**src/rtl/drive_pkg.sv**
```systemverilog
// Shared definitions for the drive instruction sequencer and its assembler model:
// opcodes, sequencer state encoding and instruction field helpers.
package drive_pkg;

    localparam int DEF_PC_WIDTH   = 11;
    localparam int DEF_INST_WIDTH = 32;
    localparam int DEF_DUR_WIDTH  = 16;
    localparam int DEF_IDX_WIDTH  = 8;

    localparam logic [1:0] OP_NOP  = 2'b00;
    localparam logic [1:0] OP_PLAY = 2'b01;
    localparam logic [1:0] OP_JUMP = 2'b10;
    localparam logic [1:0] OP_HALT = 2'b11;

    typedef enum logic [1:0] {
        ST_IDLE  = 2'd0,
        ST_FETCH = 2'd1,
        ST_EXEC  = 2'd2,
        ST_DONE  = 2'd3
    } seq_state_t;

    // Extracts a width-bit field starting at lsb from an instruction zero-extended to 64 bits.
    function automatic logic [63:0] inst_field(input logic [63:0] inst, input int lsb, input int width);
        logic [63:0] mask;
        mask = (width >= 64) ? '1 : ((64'd1 << width) - 64'd1);
        return (inst >> lsb) & mask;
    endfunction

    function automatic logic [DEF_INST_WIDTH-1:0] make_inst(input logic [1:0] op,
                                                            input logic [DEF_DUR_WIDTH-1:0] dur,
                                                            input logic [DEF_PC_WIDTH-1:0] payload);
        logic [DEF_INST_WIDTH-1:0] inst;
        inst = '0;
        inst[DEF_INST_WIDTH-1 -: 2] = op;
        inst[DEF_INST_WIDTH-3 -: DEF_DUR_WIDTH] = dur;
        inst[DEF_PC_WIDTH-1:0] = payload;
        return inst;
    endfunction

endpackage

```
**src/rtl/drive_dur_cnt.sv**
```systemverilog
// Loadable down-counter tracking the remaining EXEC cycles of the current instruction.
// The loaded value counts the current cycle, so last is combinational on the load cycle too.
module drive_dur_cnt #(
    parameter int DUR_WIDTH = 16
) (
    input  logic                 clk,
    input  logic                 rst,
    input  logic                 load,
    input  logic [DUR_WIDTH-1:0] load_val,
    input  logic                 en,
    output logic                 last
);

    logic [DUR_WIDTH-1:0] cnt_q;
    logic [DUR_WIDTH-1:0] cur;

    assign cur  = load ? load_val : cnt_q;
    assign last = (cur == DUR_WIDTH'(1));

    always_ff @(posedge clk or negedge rst) begin
        if (!rst) begin
            cnt_q <= '0;
        end else if (en) begin
            cnt_q <= cur - DUR_WIDTH'(1);
        end
    end

endmodule

```
**src/rtl/drive_seq.sv**
```systemverilog
// Drive instruction sequencer: fetches instructions at PC, holds each for its duration,
// drives the waveform generator and hands the next PC back to drive_pc.
module drive_seq
    import drive_pkg::*;
#(
    parameter int PC_WIDTH   = 11,
    parameter int INST_WIDTH = 32,
    parameter int DUR_WIDTH  = 16,
    parameter int IDX_WIDTH  = 8
) (
    input  logic                  clk,
    input  logic                  rst,
    input  logic                  start,
    input  logic [PC_WIDTH-1:0]   start_pc,
    input  logic                  abort,
    input  logic [PC_WIDTH-1:0]   PC,
    output logic                  update_pc,
    output logic [PC_WIDTH-1:0]   next_PC,
    output logic                  imem_ren,
    output logic [PC_WIDTH-1:0]   imem_addr,
    input  logic [INST_WIDTH-1:0] imem_rdata,
    output logic                  pulse_valid,
    output logic [IDX_WIDTH-1:0]  pulse_idx,
    output logic                  busy,
    output logic                  done
);

    localparam int FIELD_MAX = (PC_WIDTH > IDX_WIDTH) ? PC_WIDTH : IDX_WIDTH;

    generate
        if ((INST_WIDTH < 2 + DUR_WIDTH + FIELD_MAX) || (INST_WIDTH > 64)) begin : g_bad_widths
            $error("drive_seq: INST_WIDTH cannot hold opcode, duration and payload fields");
        end
    endgenerate

    seq_state_t state_q, state_d;
    logic                  first_q;
    logic [INST_WIDTH-1:0] inst_q;
    logic                  done_q;

    logic [INST_WIDTH-1:0] cur_inst;
    logic [1:0]            opcode;
    logic [DUR_WIDTH-1:0]  dur_raw;
    logic [DUR_WIDTH-1:0]  dur_eff;
    logic [PC_WIDTH-1:0]   target;
    logic [IDX_WIDTH-1:0]  idx;
    logic                  cnt_last;
    logic                  exec_last;
    logic                  in_exec;
    logic                  halt_now;

    // The ROM word is only valid in the first EXEC cycle; later cycles use the captured copy.
    assign cur_inst = first_q ? imem_rdata : inst_q;
    assign opcode   = 2'(inst_field(64'(cur_inst), INST_WIDTH - 2, 2));
    assign dur_raw  = DUR_WIDTH'(inst_field(64'(cur_inst), INST_WIDTH - 2 - DUR_WIDTH, DUR_WIDTH));
    assign target   = PC_WIDTH'(inst_field(64'(cur_inst), 0, PC_WIDTH));
    assign idx      = IDX_WIDTH'(inst_field(64'(cur_inst), 0, IDX_WIDTH));
    assign dur_eff  = (dur_raw == '0) ? DUR_WIDTH'(1) : dur_raw;

    assign in_exec   = (state_q == ST_EXEC);
    assign exec_last = (opcode == OP_JUMP) || cnt_last;
    assign halt_now  = in_exec && !abort && (opcode == OP_HALT);

    drive_dur_cnt #(
        .DUR_WIDTH(DUR_WIDTH)
    ) u_dur_cnt (
        .clk      (clk),
        .rst      (rst),
        .load     (first_q),
        .load_val (dur_eff),
        .en       (in_exec),
        .last     (cnt_last)
    );

    assign imem_addr = PC;
    assign busy      = (state_q == ST_FETCH) || (state_q == ST_EXEC);
    assign done      = done_q || halt_now;

    always_ff @(posedge clk or negedge rst) begin
        if (!rst) begin
            state_q <= ST_IDLE;
            first_q <= 1'b0;
            inst_q  <= '0;
            done_q  <= 1'b0;
        end else begin
            state_q <= state_d;
            first_q <= (state_q == ST_FETCH) && !abort;
            if (in_exec && first_q) begin
                inst_q <= imem_rdata;
            end
            if (!abort && start && ((state_q == ST_IDLE) || (state_q == ST_DONE))) begin
                done_q <= 1'b0;
            end else if (halt_now) begin
                done_q <= 1'b1;
            end
        end
    end

    // Abort overrides every state and suppresses all strobes in the cycle it is seen.
    always_comb begin
        state_d     = state_q;
        update_pc   = 1'b0;
        next_PC     = '0;
        imem_ren    = 1'b0;
        pulse_valid = 1'b0;
        pulse_idx   = '0;
        if (abort) begin
            state_d = ST_IDLE;
        end else begin
            case (state_q)
                ST_IDLE, ST_DONE: begin
                    if (start) begin
                        update_pc = 1'b1;
                        next_PC   = start_pc;
                        state_d   = ST_FETCH;
                    end
                end
                ST_FETCH: begin
                    imem_ren = 1'b1;
                    state_d  = ST_EXEC;
                end
                ST_EXEC: begin
                    if (opcode == OP_HALT) begin
                        state_d = ST_DONE;
                    end else begin
                        if (opcode == OP_PLAY) begin
                            pulse_valid = 1'b1;
                            pulse_idx   = idx;
                        end
                        if (exec_last) begin
                            update_pc = 1'b1;
                            next_PC   = (opcode == OP_JUMP) ? target : PC + PC_WIDTH'(1);
                            state_d   = ST_FETCH;
                        end
                    end
                end
                default: state_d = ST_IDLE;
            endcase
        end
    end

endmodule

```
**config.mk**
```make
export PLATFORM = sky130hd
export DESIGN_NAME = drive_seq
export DESIGN_NICKNAME = d
export VERILOG_FILES = /design/src/rtl/drive_pkg.sv /design/src/rtl/drive_dur_cnt.sv /design/src/rtl/drive_seq.sv
export SDC_FILE = /design/constraint.sdc
export NUM_CORES = 1
export LEC_CHECK = 0
export BUFFER_PORTS_ARGS = -buffer_cell sky130_fd_sc_hd__buf_2
export CAP_MARGIN = 0
export CORE_ASPECT_RATIO = 0.75
export CORE_MARGIN = 3
export CORE_UTILIZATION = 38
export CTS_CLUSTER_DIAMETER = 40
export DETAILED_ROUTE_END_ITERATION = 12
export GPL_TIMING_DRIVEN = 0
export PLACE_DENSITY_LB_ADDON = 0.12
export SYNTH_ARGS = -nofsm -noshare
export SYNTH_HDL_FRONTEND = slang
export SYNTH_SLANG_ARGS = --single-unit
```
**constraint.sdc**
```tcl
create_clock -name clk -period 10.35 [get_ports clk]
set_input_delay 3.105 -clock clk [delete_from_list [all_inputs] [get_ports clk]]
set_output_delay 3.105 -clock clk [all_outputs]
set_load 0.02 [all_outputs]
```
==> results.cfg <==
[place]
routabilityCongestion = 0.875
port_buffers = 89
hpwl_mm = 7.51
dpl_cell_area_um2 = 3800
place_inst = 592
dp_slack_ns = 1.23

[sta]
setup_slack_ns = 1.14
max_freq_mhz = 109
slew_violations = 0
max_slew_margin_pct = 34.0
finalCriticalPeriod_ns = 9.21
fin_crit_sh_pct = 89.0
worst_pin_slew_ns = 0.990
grt_setup_unrepaired = no
setup_violations = 0
tns_ns = 0
hold_violations = 0
skew_ns = 0.00482

[drt]
first_iter_violations = 181
routed-wl-met2_mm = 4.37
num_vias = 3246
drcViolationCount = 0
wl_per_cell_um = 16.4
maxUsedRoutingLayer = met4
dr_wl_met3_um = 700
antenna_left = 0
vias_per_cell = 5.42
first_pass_iters = 4
drt-total-wl_mm = 9.84
wl_met1_mm = 4.69

[logic_synthesis]
ys_seq_area_share_pct = 31.8
synth-edff-count = 0
netlist_area_um2 = 3220
synth.avg_cell_area_um2 = 8.10
ys.warnings.count = 0
synth_fp_nets = 462
ys_ff_latch = 41
syn_inst = 398
synthDistinctLibCells = 54
async_flop_share_pct = 100
synth_ff_type = dfrtp_1

[setup_path]
start_kind = input port
cp-endpoint = next_PC[7]
cp.required_ns = 7.25
crit_start = imem_rdata[22]
r2r_end = u_dur_cnt.cnt_q[12]
critPathCaptureType = output pin
reg2reg_slack_ns = 6.40
critical_path_class = in -> out
timing.rr.start = first_q
arrival_ns = 6.10
cp_max_fo = 10
worst_r2r_path_depth = 12

[clock_network]
cts_resized = 0
post_cts_buffers = 0
cts_buffers = 5
clockBufferDepth = 2
cts-root-buf = clkbuf_16
clk_pin_slew_worst_paths_ns = 0.06
clk_latency_ns = 0.29
cts_hold_buf = 0
cts.sinks = 41
cts_tree = yes
htreeDepth = 2

[global_route]
grt_pass1_vias = 3199
grtUsageTotal_pct = 21.0
grt_pass1_wl_mm = 16.3
antenna_found_initial = 0
grt_max_degree = 42
grt_overflow = 0

[die]
die_h_um = 85.8
initial_core_util_pct = 40.0
dieArea_um2 = 9640
ios = 93
core_area_um2 = 8060
rows = 28
die_x_um = 112

[hold_path]
hold_class = reg -> reg

[pwr]
vdd_ir_drop_max_mv = 0.0802
total_power_mw = 0.722
power.density_nw_per_um2 = 182
p_leak_nw = 1.82

[cells_and_area]
drive_gt1_share_pct = 27.3
multi_input_area_um2 = 1940
area.sequential_um2 = 1030
num-fill-cells = 827
nets = 558
final_cells = 599
area_growth_syn_to_layout_pct = 22.9
finish.instance_area_um2 = 3960
n_antenna_cell = 0

[run]
cap_viol_max_count = 0

[run_status]
status = completed
==> through the flow <==
stage	hold WS (ns)	utilization, %
5_1_grt	0.500	49.2
2_1_floorplan	0.438	-
6_report	0.466	49.2
3_5_place_dp	0.455	47.2
4_1_cts	0.470	49.2
3_3_place_gp	0.450	47.2
==> cells by family after synthesis <==
logic type / count (synthesis) / synth area share [%]
and+or+nand+nor: 170 / 24.4
AOI/OAI and AO/OA: 82 / 18.4
buffers and inverters: 49 / 7.95
DFF: 41 / 31.8
muxes: 29 / 9.39
xor gates and xnor gates: 21 / 5.70
adders and majority gates: 6 / 2.33
==> cell usage after synthesis, types with 2 or more instances <==
library cell	instances	area [µm²]
a31oi_1	3	18.8
nor4_1	7	43.8
buf_4	12	90.1
buf_2	7	35.0
mux2_2	7	78.8
a21oi_1	16	80.1
nor2_1	36	135
nor4b_1	4	35.0
o21ai_0	21	105
o21a_1	3	22.5
nand3_1	5	25.0
nand2_1	79	297
nor3_1	10	50.1
inv_1	17	63.8
nor2b_1	5	31.3
ha_1	6	75.1
o211ai_1	3	22.5
mux2i_1	21	210
nor3b_1	4	30.0
xor2_1	9	78.8
or2_2	4	25.0
xnor2_1	12	105
a211oi_1	4	30.0
o22ai_1	2	12.5
a22o_1	12	105
o221ai_1	4	35.0
a221o_1	2	20.0
nand4_1	2	12.5
clkbuf_1	10	37.5
nand3b_1	4	30.0
dfrtp_1	41	1030
nand2b_1	4	25.0
==> cell usage in the layout (no fill, tap or decap), drive strengths merged, types with 4 or more instances in the layout <==
cell type / count
a211oi: 4
a21oi: 16
a22o: 12
buf: 111
clkbuf: 15
dfrtp: 41
ha: 6
inv: 17
mux2: 7
mux2i: 22
nand2: 79
nand2b: 4
nand3: 5
nand3b: 4
nor2: 36
nor2b: 5
nor3: 10
nor3b: 4
nor4: 7
nor4b: 4
o211ai: 4
o21ai: 22
o221ai: 5
or2: 4
xnor2: 12
xor2: 9
==> flip-flops by register name, indices dropped and copies added (netlist names) <==
name	cells
first_q	1
inst_q	21
state_q	2
done_q	1
u_dur_cnt.cnt_q	16
==> final cells by class <==
type / instances / share of cell area, %
Clock inverter: 2 / 0.884
Tap cell: 105 / 3.32
Inverter: 17 / 1.61
Buffer: 32 / 4.86
Multi-Input combinational cell: 308 / 49.0
Timing Repair Buffer: 89 / 11.2
Clock buffer: 5 / 3.16
Sequential cell: 41 / 25.9
==> power by group <==
group / switching, mW / internal [mW]
combinational: 0.174 / 0.121
clock: 0.0659 / 0.112
sequential: 0.0363 / 0.213
total: 0.276 / 0.446
==> worst max-delay path, stage by stage <==
cell and delay [ns]:
buf_2 0.12, or4_1 0.59, a211oi_1 0.20, nor2_1 0.09
a21oi_1 0.27, ha_1 0.21, nand3b_1 0.08, nor4_1 0.55
o211ai_1 0.21, nor2_1 0.18, buf_4 0.20, a22o_1 0.14
buf_2 0.16
==> how the worst min path moves through the flow <==
stage / from / endpoint / slack [ns] / cells past startpoint
final: inst_q[10] / inst_q[10] / 0.47 / 2
after global routing: inst_q[21] / inst_q[21] / 0.50 / 2
after CTS: inst_q[10] / inst_q[10] / 0.47 / 2
after detailed placement: inst_q[10] / inst_q[10] / 0.45 / 2
after global placement: inst_q[9] / inst_q[9] / 0.45 / 2
after floorplan: inst_q[10] / inst_q[10] / 0.44 / 2
==> metal layers <==
layer  GRT usage (%)  vias up
met5               0        -
met4            4.15        0
met3            4.87       12
met2            32.3      107
met1            30.3     1561
li1                -     1566
No activity file was read; power rests on OpenSTA's default activity.
